$ cat config.mk
export PLATFORM = sky130hd
export DESIGN_NAME = branch_resolve
export DESIGN_NICKNAME = d
export VERILOG_FILES = /design/src/rtl/rv_branch_pkg.sv /design/src/rtl/branch_cmp.sv /design/src/rtl/branch_resolve.sv
export SDC_FILE = /design/constraint.sdc
export NUM_CORES = 1
export LEC_CHECK = 0
export CAP_MARGIN = 20
export CORE_MARGIN = 2
export CORE_UTILIZATION = 39
export CTS_BUF_LIST = sky130_fd_sc_hd__clkbuf_8
export CTS_CLUSTER_DIAMETER = 80
export CTS_CLUSTER_SIZE = 20
export DETAILED_ROUTE_END_ITERATION = 7
export GPL_TIMING_DRIVEN = 0
export PLACE_DENSITY = 0.89
export SETUP_SLACK_MARGIN = 0.4
export SYNTH_ARGS = -nofsm -noshare
export SYNTH_HDL_FRONTEND = slang
export SYNTH_SLANG_ARGS = --single-unit
$ cat constraint.sdc
create_clock -name clk -period 3.09 [get_ports clk]
set_input_delay 0.618 -clock clk [delete_from_list [all_inputs] [get_ports clk]]
set_output_delay 0.618 -clock clk [all_outputs]
set_load 0.005 [all_outputs]
$ cat src/rtl/rv_branch_pkg.sv
// Shared definitions for the branch resolution stage:
// funct3 codes, FSM states and flush counter width.
package rv_branch_pkg;

    localparam logic [2:0] F3_BEQ  = 3'b000;
    localparam logic [2:0] F3_BNE  = 3'b001;
    localparam logic [2:0] F3_BLT  = 3'b100;
    localparam logic [2:0] F3_BGE  = 3'b101;
    localparam logic [2:0] F3_BLTU = 3'b110;
    localparam logic [2:0] F3_BGEU = 3'b111;

    localparam int CNT_W = 4;

    typedef enum logic [1:0] {
        IDLE,
        REDIRECT,
        FLUSH
    } br_state_e;

endpackage

$ cat src/rtl/branch_cmp.sv
// RV32I branch condition evaluator (purely combinational).
// Reserved funct3 codes 010/011 report illegal and never take.
module branch_cmp
    import rv_branch_pkg::*;
(
    input  logic [2:0]  funct3_i,
    input  logic [31:0] rs1_i,
    input  logic [31:0] rs2_i,
    output logic        taken_o,
    output logic        illegal_o
);

    logic eq;
    logic lt;
    logic ltu;

    assign eq  = (rs1_i == rs2_i);
    assign lt  = ($signed(rs1_i) < $signed(rs2_i));
    assign ltu = (rs1_i < rs2_i);

    always_comb begin
        taken_o   = 1'b0;
        illegal_o = 1'b0;
        case (funct3_i)
            F3_BEQ:  taken_o = eq;
            F3_BNE:  taken_o = !eq;
            F3_BLT:  taken_o = lt;
            F3_BGE:  taken_o = !lt;
            F3_BLTU: taken_o = ltu;
            F3_BGEU: taken_o = !ltu;
            default: illegal_o = 1'b1;
        endcase
    end

endmodule

$ cat src/rtl/branch_resolve.sv
// Branch resolution: evaluates the branch, redirects fetch on a
// taken aligned branch and flushes younger stages afterwards.
module branch_resolve
    import rv_branch_pkg::*;
#(
    parameter int unsigned FLUSH_DEPTH = 2
) (
    input  logic        clk,
    input  logic        rst,
    input  logic        br_valid,
    output logic        br_ready,
    input  logic [2:0]  funct3,
    input  logic [31:0] rs1data,
    input  logic [31:0] rs2data,
    input  logic [31:0] pcvalue,
    input  logic [31:0] br_pc,
    output logic        redirect_valid,
    input  logic        redirect_ready,
    output logic [31:0] redirect_pc,
    output logic        flush,
    output logic        misalign,
    output logic        illegal,
    output logic [31:0] branch_cnt,
    output logic [31:0] taken_cnt
);

    localparam logic [CNT_W-1:0] FLUSH_LOAD = CNT_W'(FLUSH_DEPTH - 1);

    br_state_e        state_q, state_d;
    logic [CNT_W-1:0] cnt_q, cnt_d;
    logic [31:0]      redirect_pc_q;
    logic [31:0]      br_pc_q;
    logic             misalign_q;
    logic             illegal_q;
    logic [31:0]      branch_cnt_q;
    logic [31:0]      taken_cnt_q;

    logic cmp_taken;
    logic cmp_illegal;
    logic accept;
    logic aligned;
    logic go_redirect;
    logic unused_br_pc;

    branch_cmp u_cmp (
        .funct3_i  (funct3),
        .rs1_i     (rs1data),
        .rs2_i     (rs2data),
        .taken_o   (cmp_taken),
        .illegal_o (cmp_illegal)
    );

    assign accept      = br_valid && br_ready;
    assign aligned     = (pcvalue[1:0] == 2'b00);
    assign go_redirect = accept && cmp_taken && aligned;
    // Branch PC is captured for debug visibility only.
    assign unused_br_pc = ^br_pc_q;

    always_ff @(posedge clk or posedge rst) begin
        if (rst) begin
            state_q <= IDLE;
            cnt_q   <= '0;
        end else begin
            state_q <= state_d;
            cnt_q   <= cnt_d;
        end
    end

    always_comb begin
        state_d = state_q;
        cnt_d   = cnt_q;
        case (state_q)
            IDLE: begin
                if (go_redirect) state_d = REDIRECT;
            end
            REDIRECT: begin
                if (redirect_ready) begin
                    state_d = FLUSH;
                    cnt_d   = FLUSH_LOAD;
                end
            end
            FLUSH: begin
                if (cnt_q == '0) state_d = IDLE;
                else             cnt_d   = cnt_q - 1'b1;
            end
            default: state_d = IDLE;
        endcase
    end

    always_comb begin
        br_ready       = (state_q == IDLE);
        redirect_valid = (state_q == REDIRECT);
        flush          = (state_q != IDLE);
    end

    always_ff @(posedge clk or posedge rst) begin
        if (rst) begin
            redirect_pc_q <= '0;
            br_pc_q       <= '0;
            misalign_q    <= 1'b0;
            illegal_q     <= 1'b0;
            branch_cnt_q  <= '0;
            taken_cnt_q   <= '0;
        end else begin
            misalign_q <= accept && cmp_taken && !aligned;
            illegal_q  <= accept && cmp_illegal;
            if (accept) begin
                br_pc_q      <= br_pc;
                branch_cnt_q <= branch_cnt_q + 32'd1;
            end
            if (go_redirect) begin
                redirect_pc_q <= pcvalue;
                taken_cnt_q   <= taken_cnt_q + 32'd1;
            end
        end
    end

    assign redirect_pc = redirect_pc_q;
    assign misalign    = misalign_q;
    assign illegal     = illegal_q;
    assign branch_cnt  = branch_cnt_q;
    assign taken_cnt   = taken_cnt_q;

endmodule

==> results.json <==
{
  "status": "complete, no violations",
  "cp_cell_sequence": "clkdlybuf4s50_1 > inv_2 > ha_4 > and4_1 > nand3_2 > xnor2_2 > a32o_2 > or3_4 > buf_12 > buf_8 > nand2_2 > nand2_1",
  "dp_hpwl_um": 10340,
  "via_count": 4985,
  "core_um2": 13300,
  "cts.path.max_buffers": 2,
  "worstSetupEndpointType": "register",
  "diodes": 0,
  "die-area_um2": 14580,
  "first_iter_violations": 332,
  "min_path_type": "register to register",
  "r2r_cells": 7,
  "rsz0062_at_grt": "yes",
  "ys_ff_latch": 104,
  "place.gp.congestion": 0.8102,
  "synth.distinct_cells": 42,
  "vias_per_cell": 5.056,
  "cts_num_sinks": 104,
  "grt_usage_pct": 20.46,
  "dieWidth_um": 120.8,
  "yosysMostFrequentCell": "nand2_1",
  "setup_viol": 0,
  "crit_type": "input port to register",
  "syn_nets": 725,
  "fmax_ghz": 0.3535,
  "cts_tree": "done",
  "ff2ff_setup_slack_ns": 0.54,
  "fp-row-count": 42,
  "crit_buf_inv": 4,
  "path_clk_slew_ns": 0.11,
  "wl_per_cell_um": 16.38,
  "drive_gt1_share_pct": 28.64,
  "hold_ws_ns": 0.4736,
  "ant_nets": 0,
  "synthTopCellsByArea": "dfrtp_1 49%, nand2_1 9.5%, ha_1 8.2%, xnor2_1 7.4%, xor2_1 3.6%",
  "grt_remaining_overflow": 0,
  "finClkSkew_ns": 0.01494,
  "slowest_delay_ns": 0.47,
  "tightest_slew_ns": 1.252,
  "utilization_pct": 67.24,
  "antenna_found_initial": 0,
  "cp.arrival_ns": 3.08,
  "root_buffer": "clkbuf_8",
  "path_max_fanout": 8,
  "synthArstFlopShare_pct": 100.0,
  "h-tree-depth": 3,
  "drtPass1Iterations": 4,
  "maxCapViolations": 0,
  "relSlewSlack_pct": 16.52,
  "layout_min_cycle_time_ns": 2.829,
  "fin_area_um2": 8940,
  "dpl_cell_area_um2": 7694,
  "grt_max_degree": 43,
  "crit_cells": 12,
  "maxSlewViolCount": 0,
  "synth_seq_area_share_pct": 48.95,
  "hold_depth": 1,
  "timing.final.crit_share_pct": 91.55,
  "yosysWarningCount": 0,
  "netlist_top_cells_count": "135 x nand2_1, 104 x dfrtp_1, 45 x xnor2_1",
  "syn_inst": 555,
  "start_util_pct": 39.99,
  "critical-path-top-delay-family": "simple AND/OR/NAND/NOR gates",
  "power_density_nw_per_um2": 464.6,
  "io_pins": 236,
  "cpMaxStageDelayCell": "clkdlybuf4s50_1",
  "yosys.area.top_type_share_pct": 48.95,
  "grt_pass1_wl_um": 23790,
  "syn_to_final_growth_pct": 68.16,
  "power_leakage_nw": 4.250,
  "fp.dieH_um": 120.8,
  "worstPathRequired_ns": 3.34,
  "drc": 0,
  "worstSkewPairLatency_ns": 0.36,
  "ir_worst_vdd_uv": 195.8,
  "port_buffers": 203,
  "cts_made_buffers": 9,
  "synth_area_leader_cell": "dfrtp_1",
  "grt_pass1_vias": 5002,
  "nets": 975,
  "drt-total-wl_um": 16150,
  "synth-main-ff-cell": "dfrtp_1",
  "hold_viol_final": 0,
  "fin_setup_tns_ns": 0,
  "start_kind": "input port",
  "synth-edff-count": 0,
  "synth.cell_area_um2": 5316,
  "syn_avg_cell_area_um2": 9.579
}
[stage by stage]
step / setup slack (ns) / power (W) / cells
6_report: 0.2610 / 0.004154 / 986
5_1_grt: 0.2221 / 0.004426 / 986
4_1_cts: 0.3093 / 0.004043 / 971
3_5_place_dp: -0.6766 / 0.003198 / 936
3_3_place_gp: -0.7051 / 0.003134 / 934
2_1_floorplan: 0.3514 / 0.002353 / 555
[report_power, final]
group	switching [W]	internal [W]	leakage (nW)	total [W]
Clock	0.000484	0.000300	0.0798	0.000784
Combinational	0.000612	0.000877	2.78	0.00149
Sequential	0.000231	0.00165	1.39	0.00188
Total	0.00133	0.00283	4.25	0.00415
[sequential cells by signal, summed over array words and instances (netlist names)]
name and count:
taken_cnt 32, illegal 1, cnt_q 4, state_q 2, redirect_pc 32, misalign 1
branch_cnt 32
[kinds of logic (layout without fill, tap and decap cells)]
logic type / Yosys count / after routing / synth area share (%)
and+or+nand+nor: 258 / 258 / 22.83
xor gates and xnor gates: 67 / 67 / 11.04
buffers and inverters: 55 / 310 / 4.730
adders and majority gates: 35 / 35 / 8.237
AOI/OAI and AO/OA: 36 / 36 / 4.213
DFF: 104 / 104 / 48.95
[cell type report]
type,count,area [um^2]
flip-flops and latches,104,2603
multi-input cells,396,3213
fillers,925,4355
clock buffers,9,123.9
clock inverters,7,55.05
inverters,42,183.9
plain buffers,13,160.2
well taps,176,220.2
repair buffers,239,2381
[per-layer routing]
metal	vias up	part of all wire (%)	track usage, %	routed length [um]
met1	2404	38	23.36	6141
met3	30	5.8	3.585	944
met5	-	0	0	0
met4	0	2.6	9.375	413
met2	197	54	37.08	8648
li1	2354	-	-	-
[layout by cell type (no fill, tap or decap), types with 4 or more instances in the layout]
cell             count
a21oi_1             19
and2_1               5
and3_1               9
and4_1               7
buf_12               4
buf_2                6
buf_4               24
buf_6               21
buf_8                7
clkbuf_2            15
clkbuf_8             9
clkdlybuf4s15_1      8
clkdlybuf4s50_1    143
clkinvlp_4           5
dfrtp_1            104
dlygate4sd2_1        8
dlymetal6s2s_1       4
ha_1                 6
ha_4                29
inv_1               12
inv_2               24
inv_4                4
nand2_1             95
nand2_2             29
nand2_4             11
nand3_1             25
nand4_1             21
nor2_1              17
nor2_2               4
nor3_4              11
o21ai_0              4
xnor2_1             44
xor2_1              22
[path summary, 6_finish.rpt]
path                                         to           from
worst max-delay path            redirect_pc[26]     rs2data[3]
worst min-delay path              taken_cnt[31]  taken_cnt[31]
worst max register to register   branch_cnt[29]     state_q[1]
worst min register to register    taken_cnt[31]  taken_cnt[31]
max in group asynchronous         taken_cnt[20]            rst
min in group asynchronous        redirect_pc[4]            rst
[what timing repair did]
action | 4_1_cts | 5_1_grt
buffers inserted | 15 | 12
hold buffers | 0 | 0
resized for setup | 213 | 136
endpoints found under the setup margin | 70 | 69
pin swaps | 39 | 82
gates cloned | 4 | 3
No activity file was read; power rests on OpenSTA's default activity.
